<file path="src/rtl/mux_cfg_mem_loader.sv">
// Serial configuration loader for one routing mux: shifts MEM_SIZE bits into a shadow
// chain and commits them atomically to the mux select lines (mem / mem_inv).
module mux_cfg_mem_loader #(
  parameter int unsigned MEM_SIZE = 8
) (
  input  logic                prog_clk,
  input  logic                pReset_n,
  input  logic                cfg_start,
  input  logic                cfg_abort,
  input  logic                ccff_head,
  input  logic                ccff_head_valid,
  output logic                ccff_head_ready,
  output logic                ccff_tail,
  output logic [MEM_SIZE-1:0] mem,
  output logic [MEM_SIZE-1:0] mem_inv,
  output logic                cfg_done,
  output logic                cfg_err
);

  localparam int unsigned CNT_W = $clog2(MEM_SIZE + 1);
  localparam logic [CNT_W-1:0] CNT_LAST = CNT_W'(MEM_SIZE - 1);

  localparam logic [1:0] IDLE   = 2'd0;
  localparam logic [1:0] SHIFT  = 2'd1;
  localparam logic [1:0] COMMIT = 2'd2;

  logic [1:0]          state_q, state_d;
  logic [CNT_W-1:0]    cnt_q, cnt_d;
  logic [MEM_SIZE-1:0] shadow_q, shadow_d, shadow_shifted;
  logic [MEM_SIZE-1:0] mem_q, mem_d;
  logic                tail_q, tail_d;
  logic                done_q, done_d;
  logic                err_q, err_d;

  // First bit sent ends up in the MSB once the frame is complete.
  if (MEM_SIZE > 1) begin : g_shift_wide
    assign shadow_shifted = {shadow_q[MEM_SIZE-2:0], ccff_head};
  end else begin : g_shift_one
    assign shadow_shifted = ccff_head;
  end

  always_comb begin
    state_d  = state_q;
    cnt_d    = cnt_q;
    shadow_d = shadow_q;
    tail_d   = tail_q;
    mem_d    = mem_q;
    done_d   = 1'b0;
    err_d    = err_q;
    case (state_q)
      IDLE: begin
        if (cfg_start) begin
          state_d = SHIFT;
          cnt_d   = '0;
          err_d   = 1'b0;
        end
      end
      SHIFT: begin
        // Abort wins over a simultaneous bit, which is dropped.
        if (cfg_abort) begin
          state_d = IDLE;
          err_d   = 1'b1;
        end else if (ccff_head_valid) begin
          shadow_d = shadow_shifted;
          tail_d   = shadow_q[MEM_SIZE-1];
          cnt_d    = cnt_q + CNT_W'(1);
          if (cnt_q == CNT_LAST) begin
            state_d = COMMIT;
          end
        end
      end
      COMMIT: begin
        mem_d   = shadow_q;
        done_d  = 1'b1;
        state_d = IDLE;
      end
      default: state_d = IDLE;
    endcase
  end

  always_ff @(posedge prog_clk or negedge pReset_n) begin
    if (!pReset_n) begin
      state_q  <= IDLE;
      cnt_q    <= '0;
      shadow_q <= '0;
      mem_q    <= '0;
      tail_q   <= 1'b0;
      done_q   <= 1'b0;
      err_q    <= 1'b0;
    end else begin
      state_q  <= state_d;
      cnt_q    <= cnt_d;
      shadow_q <= shadow_d;
      mem_q    <= mem_d;
      tail_q   <= tail_d;
      done_q   <= done_d;
      err_q    <= err_d;
    end
  end

  // Derived from mem_q so sel/selb can never both be active, even in reset.
  assign mem             = mem_q;
  assign mem_inv         = ~mem_q;
  assign ccff_head_ready = (state_q == SHIFT);
  assign ccff_tail       = tail_q;
  assign cfg_done        = done_q;
  assign cfg_err         = err_q;

endmodule
</file>
<file path="config.mk">
export PLATFORM = sky130hd
export DESIGN_NAME = mux_cfg_mem_loader
export DESIGN_NICKNAME = d
export VERILOG_FILES = /design/src/rtl/mux_cfg_mem_loader.sv
export SDC_FILE = /design/constraint.sdc
export NUM_CORES = 1
export LEC_CHECK = 0
export CAP_MARGIN = 15
export CORE_MARGIN = 2
export CORE_UTILIZATION = 45
export CTS_BUF_LIST = sky130_fd_sc_hd__clkbuf_4 sky130_fd_sc_hd__clkbuf_8
export DETAILED_ROUTE_END_ITERATION = 10
export PLACE_DENSITY = 0.84
export SETUP_SLACK_MARGIN = 0.3
export SLEW_MARGIN = 20
export SYNTH_ARGS = -nofsm -noshare
export SYNTH_HDL_FRONTEND = slang
export SYNTH_SLANG_ARGS = --single-unit
export TNS_END_PERCENT = 30
</file>
<file path="constraint.sdc">
create_clock -name prog_clk -period 1.49 [get_ports prog_clk]
set_clock_uncertainty 0.05 [all_clocks]
set_input_delay 0.2235 -clock prog_clk [delete_from_list [all_inputs] [get_ports prog_clk]]
set_output_delay 0.2235 -clock prog_clk [all_outputs]
set_load 0.005 [all_outputs]
</file>
Yosys cells after proc, flatten, opt, wreduce, memory -nomap -nowiden
Cells that the tools add are included.

word-level totals
  register bits after elaboration = 25
  latch bits = 0
  memory bits (writable) = 0
  ROM bits = 0
  bits of input ports = 6
  word-level logic and storage cells = 38
  memories = 0

cells by class
  add/sub/neg operators = 1
  multipliers = 0
  divide/modulo/power cells = 0
  magnitude comparators = 0
  eq/ne operators = 9
  shift-type cells = 0
  muxes and demuxes = 13
  bitwise gates (word level) = 2
  reductions and logical operators = 6

operator list
  kind                                                                      number
  4-bit 2-to-1 mux                                                          3
  3-bit AND reduction                                                       3
  2-bit 2-to-1 mux                                                          4
  2-bit inequality test (second input constant)                             4
  8-bit inverter                                                            1
  4-bit one-hot mux with 2 select lines                                     1
  4-bit by 1-bit adder with 4-bit output (second input constant)            1
  4-bit by 3-bit equality test with 1-bit output (second input constant)    1
  2-bit one-hot mux with 2 select lines                                     1
  4-bit AND reduction                                                       1
  1-bit 2-to-1 mux                                                          3
  3-bit by 2-bit inequality test with 1-bit output (second input constant)  1
  3-bit inequality test (second input constant)                             1
  2-bit by 1-bit equality test with 1-bit output (second input constant)    1
  2-bit equality test (second input constant)                               1
  2-bit logical NOT                                                         1
  1-bit one-hot mux with 2 select lines                                     1
  2-bit nonzero test                                                        1
  1-bit inverter                                                            1

Logic depth before layout (Yosys ltp)
  depth in word-level cells = 5
  mapped depth = 4

Worst setup path after synthesis
OpenSTA, ideal clock, no wires.

  path kind = register -> register
  start point = reg state_q[0]
  end point = reg cnt_q[2]
  setup time = 0.126 ns
  data arrival time = 1.233 ns
  path slack = 0.081 ns
  stages on the path, launching flop included = 4
  path buffers = 0
  clock period less this slack = 1.409 ns
  cells stage by stage = dfrtp_1 or3b_1 nor2b_4 a221o_1

on the way
  cells in the longest elaborated chain, start to end = 3
  elaborated cells between the ends (all ways) = 8

RTL lines
  element                                                                                     line  text
  start: declaration                                                                          27    logic [1:0] state_q, state_d;
  start signal: assignment                                                                    91    state_q <= state_d;
  2-bit by 1-bit equality test with 1-bit output / 2-bit logical NOT (equally long branches)  50    case (state_q)
  2-bit inequality test (no source line) / 2-bit nonzero test (equally long branches)         -
  4-bit AND reduction (no source line)                                                        -
  end signal: assignment                                                                      92    cnt_q <= cnt_d;
  end: declaration                                                                            28    logic [CNT_W-1:0] cnt_q, cnt_d;

Parallel ways exist; a longest one is shown, timed or not.
A chain may end at the register's enable or synchronous reset.

Worst setup path in the final report
Ends and elaborated chain as after synthesis.

==> results.py <==
metrics = {
    "routing": {
        "totalWireLength_um": 2277,
        "drc_errors": 0,
        "detailed_router_iteration_count_before_antenna_repair": 4,
        "viasPerCell": 5.154,
        "dr_total_vias": 768,
        "drt_iter0_markers": 3,
        "antenna_left": 0,
        "wl_per_cell_um": 15.28,
    },
    "logic_synthesis": {
        "synth_warnings": 0,
        "synth-seq-cells": 25,
        "syn-instance-count": 75,
        "cell_with_the_most_instances_after_synthesis": "sky130_fd_sc_hd__dfrtp_1",
        "synth.largest_area_cell": "sky130_fd_sc_hd__dfrtp_1",
        "yosysTopAreaCellShare_pct": 59.81,
        "postSynthAreaPerCell_um2": 13.95,
        "synth_enable_flop_cells": 0,
        "yosys.cell_types.count": 22,
        "synth-async-reset-ratio_pct": 100.0,
        "seq_area_frac_synth_pct": 59.81,
        "ys_top_cells_by_count": "sky130_fd_sc_hd__dfrtp_1 (25), sky130_fd_sc_hd__mux2_2 (18), sky130_fd_sc_hd__inv_1 (9)",
        "synth_area_um2": 1046,
        "ys_dominant_reg_cell": "sky130_fd_sc_hd__dfrtp_1",
        "synth_nets": 82,
        "netlist_top_cells_area": "sky130_fd_sc_hd__dfrtp_1 (60%), sky130_fd_sc_hd__mux2_2 (19%), sky130_fd_sc_hd__inv_1 (3.2%)",
    },
    "timing": {
        "period_share_pct": 104.9,
        "min_setup_slack_post_route_ns": -0.07276,
        "fin_tns_setup_ns": -0.07276,
        "timing.final.hold_violations": 0,
        "maxClockFrequency_ghz": 0.6399,
        "grt_setup_unrepaired": "true",
        "setup-violations-final": 1,
        "tightestPinTransition_ns": 0.3038,
        "holdWs_ns": 0.1940,
        "maxSlewHeadroom_pct": 79.75,
        "final_critical_path_time_including_i_o_delays_and_setup_ns": 1.563,
        "slew_violations": 0,
    },
    "final_layout": {
        "final_cell_count_no_fill": 149,
        "post_route_cells_drive_above_1_share_pct": 61.98,
        "final_util_pct": 68.67,
        "layout_area_overhead_pct": 45.22,
        "num-nets-final": 129,
        "insertedDiodeCount": 0,
    },
    "cts": {
        "numCtsBuffers": 3,
        "tritoncts_clock_tree": "yes",
        "clk_latency_ns": 0.31,
        "clk_pin_slew_worst_paths_ns": 0.13,
        "cts_num_sinks": 25,
        "post_cts_hold_buffer_count": 0,
        "clock-root-buffer": "sky130_fd_sc_hd__clkbuf_4",
        "cts.path.max_buffers": 2,
        "cts.htree.levels": 1,
    },
    "floorplanning": {
        "fp.coreArea_um2": 2212,
        "design.portCount": 26,
        "floorplan.initialDensity_pct": 47.29,
        "core.rowCount": 17,
        "die-width_um": 52.21,
        "die_area_um2": 2726,
        "die-height_um": 52.21,
    },
    "critical_path": {
        "critPathKind": "register to register",
        "timing.critical_path.from_type": "register",
        "critical_path_required_ns": 1.64,
        "cp_data_arrival_time_ns": 1.71,
        "endpoint_kind": "register",
        "critical_path_peak_fanout": 5,
    },
    "power_and_ir_drop": {
        "vdd_drop_max_uv": 845.9,
        "power.density_cell_area_nw_per_um2": 1047,
        "total_leakage_power_nw": 0.7551,
    },
    "global_route": {
        "grt_max_degree": 26,
        "via_count_of_the_first_global_routing_pass": 761,
        "grt_first_pass_wirelength_um": 3450,
        "antenna_found_initial": 0,
        "grt_remaining_overflow": 0,
        "grt_util_all_layers_pct": 18.09,
    },
    "run_status": {
        "run_status": "finished, violations left",
        "violations_in_the_final_reports": "negative setup slack",
    },
    "place": {
        "globalplace.congestion": 0.7141,
        "placed_cells_incl_taps": 130,
        "place.port_buffers": 25,
        "place_hpwl_um": 1335,
    },
    "hold_path": {
        "hold_class": "input port to async pin",
    },
    "flow_run": {
        "maxCapViolations": 0,
    },
}
## stage by stage
stage	setup slack [ns]	total power, W	cell area, um^2
global route	-0.09783	0.001680	1519
detailed placement	-0.2771	0.001237	1370
global placement	-0.2289	0.001215	1370
CTS	-0.05216	0.001560	1460
floorplan	0.08870	0.001105	1061
finish	-0.07276	0.001591	1519
## cells by family after synthesis
family / synth area share, %
AOI/OAI and AO/OA: 3.229
adders and majority gates: 1.196
buffers and inverters: 4.306
DFF: 59.81
muxes: 20.33
and+or+nand+nor: 11.13
## final cells by class
class                      count  area (um^2)
clock buffer                   4        30.03
fill                         165        693.2
inverter                       9        36.28
multi-input combinational     41        437.9
sequential                    25        625.6
tap                           28        35.03
timing repair buffer          42        354.1
## routing by layer
| metal | global-route usage [%] | routed length, um | vias up |
|---|---|---|---|
| li1 | - | - | 350 |
| met2 | 29.96 | 1244 | 23 |
| met3 | 1.714 | 82 | 7 |
| met1 | 22.12 | 871 | 388 |
| met4 | 12.82 | 79 | 0 |
| met5 | 0 | 0 | - |
## final timing paths
kind / from / to / slack, ns / cells past startpoint
worst max register to register: state_q[0]$_DFFE_PN0P_ / cnt_q[2]$_DFFE_PN0P_ / -0.07 / 4
min in group prog_clk: cnt_q[3]$_DFFE_PN0P_ / cnt_q[3]$_DFFE_PN0P_ / 0.44 / 1
max in group asynchronous: pReset_n / mem[5]$_DFFE_PN0P_ / 0.95 / 2
worst min register to register: cnt_q[3]$_DFFE_PN0P_ / cnt_q[3]$_DFFE_PN0P_ / 0.44 / 1
worst min-delay path: pReset_n / cfg_err$_DFFE_PN0P_ / 0.19 / 2
worst max-delay path: state_q[0]$_DFFE_PN0P_ / cnt_q[2]$_DFFE_PN0P_ / -0.07 / 4
## power by group
| part | internal [W] | total, W | switching, W |
|---|---|---|---|
| Clock | 0.000123 | 0.000310 | 0.000187 |
| Combinational | 0.000237 | 0.000357 | 0.000119 |
| Sequential | 0.000810 | 0.000924 | 0.000114 |
| Total | 0.00117 | 0.00159 | 0.000420 |
## critical path, stage by stage, from the launching register on
cell and delay (ns):
sky130_fd_sc_hd__dfrtp_1 0.41, sky130_fd_sc_hd__buf_4 0.16, sky130_fd_sc_hd__or3b_4 0.37, sky130_fd_sc_hd__nor2b_4 0.14
sky130_fd_sc_hd__a221o_1 0.32
## placed cells by master (no fill, tap or decap), types with 2 or more instances in the layout
master,n
sky130_fd_sc_hd__and4bb_4,2
sky130_fd_sc_hd__clkdlybuf4s50_1,5
sky130_fd_sc_hd__a21oi_2,2
sky130_fd_sc_hd__dfrtp_1,25
sky130_fd_sc_hd__buf_6,12
sky130_fd_sc_hd__inv_1,3
sky130_fd_sc_hd__inv_2,5
sky130_fd_sc_hd__clkbuf_4,4
sky130_fd_sc_hd__mux2_4,5
sky130_fd_sc_hd__buf_4,9
sky130_fd_sc_hd__buf_2,13
sky130_fd_sc_hd__mux2_2,13
## state kept, by name (all words and copies together), names as in the netlist
signal	flops
ccff_tail	1
cfg_done	1
cfg_err	1
cnt_q	4
mem	8
shadow_q	8
state_q	2
## what timing repair did
action,in CTS,in global routing
setup buffers,12,2
endpoints found under the setup margin,41,33
pin swaps,4,8
gates resized for setup,94,12
cloned,1,0
(Power assumes the default switching activity.)
